File: config.mk
export PLATFORM = sky130hd
export DESIGN_NAME = pipeline_exec_ctrl
export DESIGN_NICKNAME = d
export VERILOG_FILES = /design/src/rtl/pipeline_exec_ctrl.sv
export SDC_FILE = /design/constraint.sdc
export NUM_CORES = 1
export LEC_CHECK = 0
export BUFFER_PORTS_ARGS = -buffer_cell sky130_fd_sc_hd__buf_2
export CELL_PAD_IN_SITES_DETAIL_PLACEMENT = 0
export CELL_PAD_IN_SITES_GLOBAL_PLACEMENT = 1
export CORE_UTILIZATION = 39
export DETAILED_ROUTE_END_ITERATION = 8
export PLACE_DENSITY = 0.8
export SLEW_MARGIN = 20
export SYNTH_ARGS = -nofsm -noshare
export SYNTH_HDL_FRONTEND = slang
export SYNTH_SLANG_ARGS = --single-unit
File: constraint.sdc
create_clock -name i_clk -period 2.5 [get_ports i_clk]
set_input_delay 0.5 -clock i_clk [delete_from_list [all_inputs] [get_ports i_clk]]
set_output_delay 0.5 -clock i_clk [all_outputs]
set_load 0.03 [all_outputs]
File: src/rtl/pipeline_exec_ctrl.sv
// Execution controller for the 5-stage pipeline: shared segment-register clock enable,
// debug command sequencing (run/step/pause/clear), HALT detection and cycle budget.
module pipeline_exec_ctrl #(
  parameter int CNT_W          = 32,
  parameter int MAX_RUN_CYCLES = 0
) (
  input  logic             i_clk,
  input  logic             i_reset,
  input  logic             i_cmd_valid,
  input  logic [1:0]       i_cmd,
  output logic             o_cmd_ready,
  input  logic             i_wb_halt,
  output logic             o_clk_en,
  output logic             o_pipe_reset,
  output logic [1:0]       o_state,
  output logic [CNT_W-1:0] o_cycle_count,
  output logic             o_timeout,
  output logic             o_cmd_err
);

  typedef enum logic [1:0] {
    S_IDLE   = 2'b00,
    S_RUN    = 2'b01,
    S_STEP   = 2'b10,
    S_HALTED = 2'b11
  } state_t;

  localparam logic [1:0] CMD_RUN   = 2'b00;
  localparam logic [1:0] CMD_STEP  = 2'b01;
  localparam logic [1:0] CMD_PAUSE = 2'b10;
  localparam logic [1:0] CMD_CLEAR = 2'b11;

  // One bit wider than the counter so a budget above the counter range never matches.
  localparam logic [CNT_W:0] BUDGET     = (CNT_W + 1)'(MAX_RUN_CYCLES);
  localparam bit             HAS_BUDGET = (MAX_RUN_CYCLES > 0);

  state_t           state_q;
  logic [CNT_W-1:0] cnt_q;
  logic [CNT_W-1:0] cnt_d;
  logic             timeout_q;
  logic             cmd_err_q;
  logic             pipe_reset_q;
  logic             accept_s;
  logic             budget_hit_s;

  assign o_cmd_ready   = (state_q != S_STEP);
  assign o_clk_en      = ((state_q == S_RUN) && !i_wb_halt) || (state_q == S_STEP);
  assign accept_s      = i_cmd_valid && o_cmd_ready;
  assign o_state       = state_q;
  assign o_cycle_count = cnt_q;
  assign o_timeout     = timeout_q;
  assign o_cmd_err     = cmd_err_q;
  assign o_pipe_reset  = pipe_reset_q;

  always_comb begin
    cnt_d = cnt_q;
    if (o_clk_en && (cnt_q != {CNT_W{1'b1}})) begin
      cnt_d = cnt_q + CNT_W'(1);
    end else begin
      cnt_d = cnt_q;
    end
  end

  assign budget_hit_s = HAS_BUDGET && o_clk_en && ({1'b0, cnt_d} == BUDGET);

  always_ff @(posedge i_clk) begin
    if (i_reset) begin
      state_q      <= S_IDLE;
      cnt_q        <= '0;
      timeout_q    <= 1'b0;
      cmd_err_q    <= 1'b0;
      pipe_reset_q <= 1'b0;
    end else begin
      cnt_q        <= cnt_d;
      cmd_err_q    <= 1'b0;
      pipe_reset_q <= 1'b0;
      case (state_q)
        S_IDLE: begin
          // A HALT already in WB wins; any command offered alongside is dropped.
          if (i_wb_halt) begin
            state_q   <= S_HALTED;
            cmd_err_q <= accept_s;
          end else if (accept_s) begin
            case (i_cmd)
              CMD_RUN:  state_q <= S_RUN;
              CMD_STEP: state_q <= S_STEP;
              CMD_CLEAR: begin
                pipe_reset_q <= 1'b1;
                cnt_q        <= '0;
                timeout_q    <= 1'b0;
              end
              default:  cmd_err_q <= 1'b1;
            endcase
          end
        end
        S_RUN: begin
          cmd_err_q <= accept_s && (i_cmd != CMD_PAUSE);
          if (budget_hit_s) begin
            state_q   <= S_HALTED;
            timeout_q <= 1'b1;
          end else if (i_wb_halt) begin
            state_q <= S_HALTED;
          end else if (accept_s && (i_cmd == CMD_PAUSE)) begin
            state_q <= S_IDLE;
          end
        end
        S_STEP: begin
          if (budget_hit_s) begin
            state_q   <= S_HALTED;
            timeout_q <= 1'b1;
          end else begin
            state_q <= S_IDLE;
          end
        end
        S_HALTED: begin
          if (accept_s) begin
            if (i_cmd == CMD_CLEAR) begin
              state_q      <= S_IDLE;
              pipe_reset_q <= 1'b1;
              cnt_q        <= '0;
              timeout_q    <= 1'b0;
            end else begin
              cmd_err_q <= 1'b1;
            end
          end
        end
        default: state_q <= S_IDLE;
      endcase
    end
  end

endmodule

# == Word level (Yosys, flattened, before mapping) ==
# Cells that the tools add are included.
# totals
register_bits,37
inputBits,6
output_inout_bits,39
wordCells,62
# classes
n_addsub,1
eq_ne,15
mux,27
n_bitwise,1
reduce_logical,13
# ops
cell,n
32-bit 2-to-1 mux,4
32-bit one-hot mux with 2 select lines,1
"32-bit by 1-bit adder with 32-bit output, second input constant",1
"32-bit inequality test, second input constant",1
2-bit 2-to-1 mux,6
1-bit 2-to-1 mux,11
"2-bit inequality test, second input constant",5
"2-bit equality test, second input constant",4
2-bit one-hot mux with 4 select lines,1
1-bit logical AND,5
5-bit AND reduction,1
"2-bit by 1-bit equality test with 1-bit output, second input constant",2
2-bit zero test,2
"4-bit by 2-bit inequality test with 1-bit output, second input constant",1
1-bit one-hot mux with 2 select lines,2
2-bit one-hot mux with 2 select lines,1
"3-bit by 2-bit inequality test with 1-bit output, second input constant",1
"3-bit inequality test, second input constant",1
1-bit one-hot mux with 3 select lines,1
3-bit OR reduction,1
2-bit AND reduction,1
2-bit OR reduction,1
1-bit zero test,1
1-bit logical OR,1
1-bit inverter,1

# == Logic depth before layout (Yosys ltp) ==
# logic_depth
ltp_word,9
depth_mapped,8
depth_no_buf,7

# == Worst setup path before layout ==
# Ideal clock, no wire load.
# synth_path
kind,register to register
from,register state_q[0] (netlist: o_state[0])
to,register cnt_q[0] (netlist: o_cycle_count[0])
setup_time_ns,0.128
arrival_ns,2.276
required_ns,2.372
path_slack_ns,0.097
stages_incl_launch_ff,9
n_path_buf,2
synth_period_minus_slack_ns,2.403
cell_sequence,dfxtp_1 -> inv_1 -> ha_1 -> nand4b_1 -> a211oi_1 -> or2_2 -> clkbuf_1 -> clkbuf_1 -> nor2_1
# synth_between
elab_chain_cells,9
elab_cells_between_ends,14
cone_classes,eq/ne: 4; mux: 5; reduce/logical: 5
# synth_lines
element,line,rtl
from (decl),37,state_t state_q;
from (signal assigned),68,state_q <= S_IDLE;
from (signal assigned),81,state_q <= S_HALTED;
from (signal assigned),85,CMD_RUN: state_q <= S_RUN;
2-bit by 1-bit equality test with 1-bit output,47,assign o_clk_en = ((state_q == S_RUN) && !i_wb_halt) || (state_q == S_STEP);
1-bit logical AND,47,
1-bit logical OR,47,
1-bit logical AND,57,if (o_clk_en && (cnt_q != {CNT_W{1'b1}})) begin
32-bit 2-to-1 mux,57,
32-bit 2-to-1 mux,"84, 117",
32-bit 2-to-1 mux,116,if (accept_s) begin
32-bit 2-to-1 mux,80,if (i_wb_halt) begin
32-bit one-hot mux with 2 select lines *,77,case (state_q)
to (signal assigned),74,cnt_q <= cnt_d;
to (decl),38,logic [CNT_W-1:0] cnt_q;
# Mark *: on every way between the ends. The rest lies on a longest branch, timed or not.
# A chain may end at the register's enable or synchronous reset.

# == Worst setup path after layout ==
# layout_path
from,register state_q[1] (netlist: o_state[1])
to,output o_clk_en
# layout_between
elab_chain_cells,3
elab_cells_between_ends,4
cone_classes,eq/ne: 2; reduce/logical: 2
# layout_lines
element,line,rtl
2-bit by 1-bit equality test with 1-bit output,47,
1-bit logical AND,47,
1-bit logical OR *,47,
to (decl),13,"output logic o_clk_en,"
# Marked as above.

==> metrics.csv <==
stage;metric;value;unit
outcome;status;finished, final reports clean;
yosys;avgSynthCellArea;8.17;sq um
route;drt-initial-drc-count;88;
critical_path;r2r-end;o_cycle_count[20]$_SDFF_PP0_;
run;cap_violations;0;
cells_and_area;fill_cells;506;
clocking;postCtsHoldBufs;0;
power_and_ir_drop;ir_worst_vdd;0.403;mV
yosys;netlist_instances;243;
route;ant_nets;0;
sta;hold_violations;0;
critical_path;cp-start-kind;flip-flop;
cells_and_area;multiInputGateArea;1190;sq um
sta;skew;0.00841;ns
place;dp_cells;357;
place;io_buffers;43;
sta;slew_viol_final;0;
critical_path;cp.arrival;1.70;ns
critical_path;cp_max_fo;5;
yosys;yosys_warnings;0;
route;drt-total-wl;4740;um
floorplanning;start_util;0.412;
floorplanning;design.die.area;5380;sq um
cells_and_area;stdcell_count;365;
critical_path;r2r_cells;7;
cells_and_area;layout.nets;308;
hold_path;hp-class;input pin to flip-flop;
yosys;yosysSeqAreaShare;0.363;
clocking;cts_tree;built;
yosys;ys_async_sr_fraction;0;
clocking;post-cts-setup-buffers;0;
place;dpl.hpwl;3570;um
cells_and_area;diodes;0;
critical_path;critPathKind;flip-flop to output pin;
yosys;synth_edf_count;0;
clocking;cts_root_buffer;clkbuf_8;
floorplanning;core;4820;sq um
critical_path;slowest_delay;0.41;ns
sta;period_share;0.881;
route;dr.pass1.iters;4;
global_routing;overflow;0;
cells_and_area;seqCellArea;721;sq um
critical_path;critPathSlowestCell;dfxtp_1;
clocking;cts_num_sinks;36;
floorplanning;die_w;73.4;um
power_and_ir_drop;p_leak;0.983;nW
cells_and_area;drive_above_1_share;0.245;
critical_path;r2r_slack;0.32;ns
yosys;syn-num-nets;254;
global_routing;grt_usage;0.189;
clocking;cts_made_buffers;5;
clocking;clock_path_buffers;2;
floorplanning;ios;45;
cells_and_area;syn_to_final_growth;22.9;%
route;route.vias.total;1943;
floorplanning;die_h;73.4;um
route;drc;0;
critical_path;cp-startpoint;o_state[1]$_SDFFE_PP0P_;
route;wl_per_cell;13.0;um
global_routing;grt_pass1_vias;1715;
sta;fin_crit;2.20;ns
place;place_congestion;0.828;
sta;rsz0062_at_grt;false;
critical_path;worst_setup_path_end_kind;output pin;
clocking;cts_max_level;2;
floorplanning;num_rows;25;
critical_path;path_cells;inv_1 -> ha_1 -> nor2b_1 -> or2_2 -> buf_2;
clocking;clk-insertion-delay-late;0.28;ns
yosys;netlist_area;1990;sq um
yosys;ys_seq_elements;36;
sta;fmax;454;MHz
route;viasPerCell;5.32;
global_routing;grt_max_degree;16;
critical_path;crit_path_end;o_clk_en;
global_routing;antenna_found_initial;0;
clocking;post_cts_resized;0;
critical_path;critical_path_required;2.00;ns
yosys;yosys.cell_types.count;46;
critical_path;reg2reg_from;o_state[1]$_SDFFE_PP0P_;
sta;setup_tns;0;ns
clocking;clk_pin_slew;0.07;ns
power_and_ir_drop;powerDensity;612;nW/um^2
global_routing;grt_pass1_wl;7890;um
yosys;ys.flop_type;dfxtp_1;
sta;setup_viol;0;
## synth_stat cells (3+ instances only)
| library cell | count | area [sq um] |
|---|---|---|
| a211oi_1 | 6 | 45.0 |
| a21oi_1 | 24 | 120 |
| and3_1 | 4 | 25.0 |
| clkbuf_1 | 4 | 15.0 |
| dfxtp_1 | 36 | 721 |
| ha_1 | 5 | 62.6 |
| inv_1 | 11 | 41.3 |
| nand2_1 | 19 | 71.3 |
| nand3_1 | 13 | 65.1 |
| nand4_1 | 5 | 31.3 |
| nor2_1 | 14 | 52.6 |
| nor4_1 | 5 | 31.3 |
| o2111ai_1 | 3 | 26.3 |
| o211ai_1 | 3 | 22.5 |
| o21ai_0 | 20 | 100 |
| or2_2 | 4 | 25.0 |
| or3_1 | 19 | 119 |
| or4_1 | 4 | 30.0 |
| xnor2_1 | 6 | 52.6 |
## cells by family after synthesis
logic type,Yosys count,share of synthesized area
buf+inv,18,0.0384
compound gates,69,0.213
mux,2,0.0101
flops,36,0.363
fa+ha+maj,5,0.0315
simple gates,104,0.307
other cells,1,0.00189
xor+xnor,8,0.0353
## flip-flops by register name, indices dropped and copies added (netlist names)
| signal | flops |
|---|---|
| o_state | 2 |
| o_cycle_count | 32 |
| o_cmd_err | 1 |
| o_pipe_reset | 1 |
## per-stage QoR
step           hold slack, ns  setup WS (ns)  utilization  area [sq um]  power, mW
3_3_place_gp            0.482          0.381        0.484          2330       1.01
4_1_cts                 0.431          0.303        0.506          2440       1.51
2_1_floorplan           0.569         0.0965            -          1990      0.876
5_1_grt                 0.443          0.136        0.506          2440       1.58
3_5_place_dp            0.495          0.345        0.484          2330       1.00
6_report                0.442          0.298        0.506          2440       1.49
## power breakdown
group	internal, mW	leakage [nW]	switching (mW)
clock	0.296	0.0552	0.207
sequential	0.593	0.291	0.0184
combinational	0.137	0.637	0.243
## per-layer routing
| metal | vias to the layer above | wire, um | global-route usage |
|---|---|---|---|
| met1 | 888 | 2420 | 0.256 |
| li1 | 1015 | - | - |
| met2 | 38 | 2150 | 0.296 |
| met4 | 0 | 26 | 0.0577 |
| met3 | 2 | 144 | 0.0453 |
| met5 | - | 0 | 0 |
## how the worst min path moves through the flow
stage,start,end,slack [ns],cells past startpoint
floorplan,i_reset,o_state[1]$_SDFFE_PP0P_,0.57,1
global placement,o_cycle_count[1]$_SDFF_PP0_,o_cycle_count[1]$_SDFF_PP0_,0.48,2
detailed placement,o_cycle_count[1]$_SDFF_PP0_,o_cycle_count[1]$_SDFF_PP0_,0.50,2
CTS,i_reset,o_state[1]$_SDFFE_PP0P_,0.43,2
global route,i_reset,o_state[1]$_SDFFE_PP0P_,0.44,2
finish,i_reset,o_state[1]$_SDFFE_PP0P_,0.44,2
## worst max-delay path, delay by kind of cell (launching register included)
family,cells,cell delay (ns)
fa+ha+maj,1,0.24
flops,1,0.41
buf+inv,2,0.28
simple gates,2,0.50
## placed cells by master, fill, tap and decap left out, types with 4 or more instances in the layout
cell and count:
buf_2 43, dfxtp_1 36, a21oi_1 24, o21ai_0 20
or3_1 19, nand2_1 19, nor2_1 14, nand3_1 13
inv_1 11, buf_4 11, a211oi_1 6, xnor2_1 6
nand4_1 5, nor4_1 5, ha_1 5, clkbuf_8 5
or2_2 4, or4_1 4, and3_1 4
## final cells by class
cell class / count / area share
multi-input combinational: 189 / 0.487
sequential: 36 / 0.295
timing repair buffer: 54 / 0.122
tap: 67 / 0.0344
clock buffer: 6 / 0.0297
inverter: 11 / 0.0169
clock inverter: 2 / 0.0144
(Power assumes the default switching activity.)
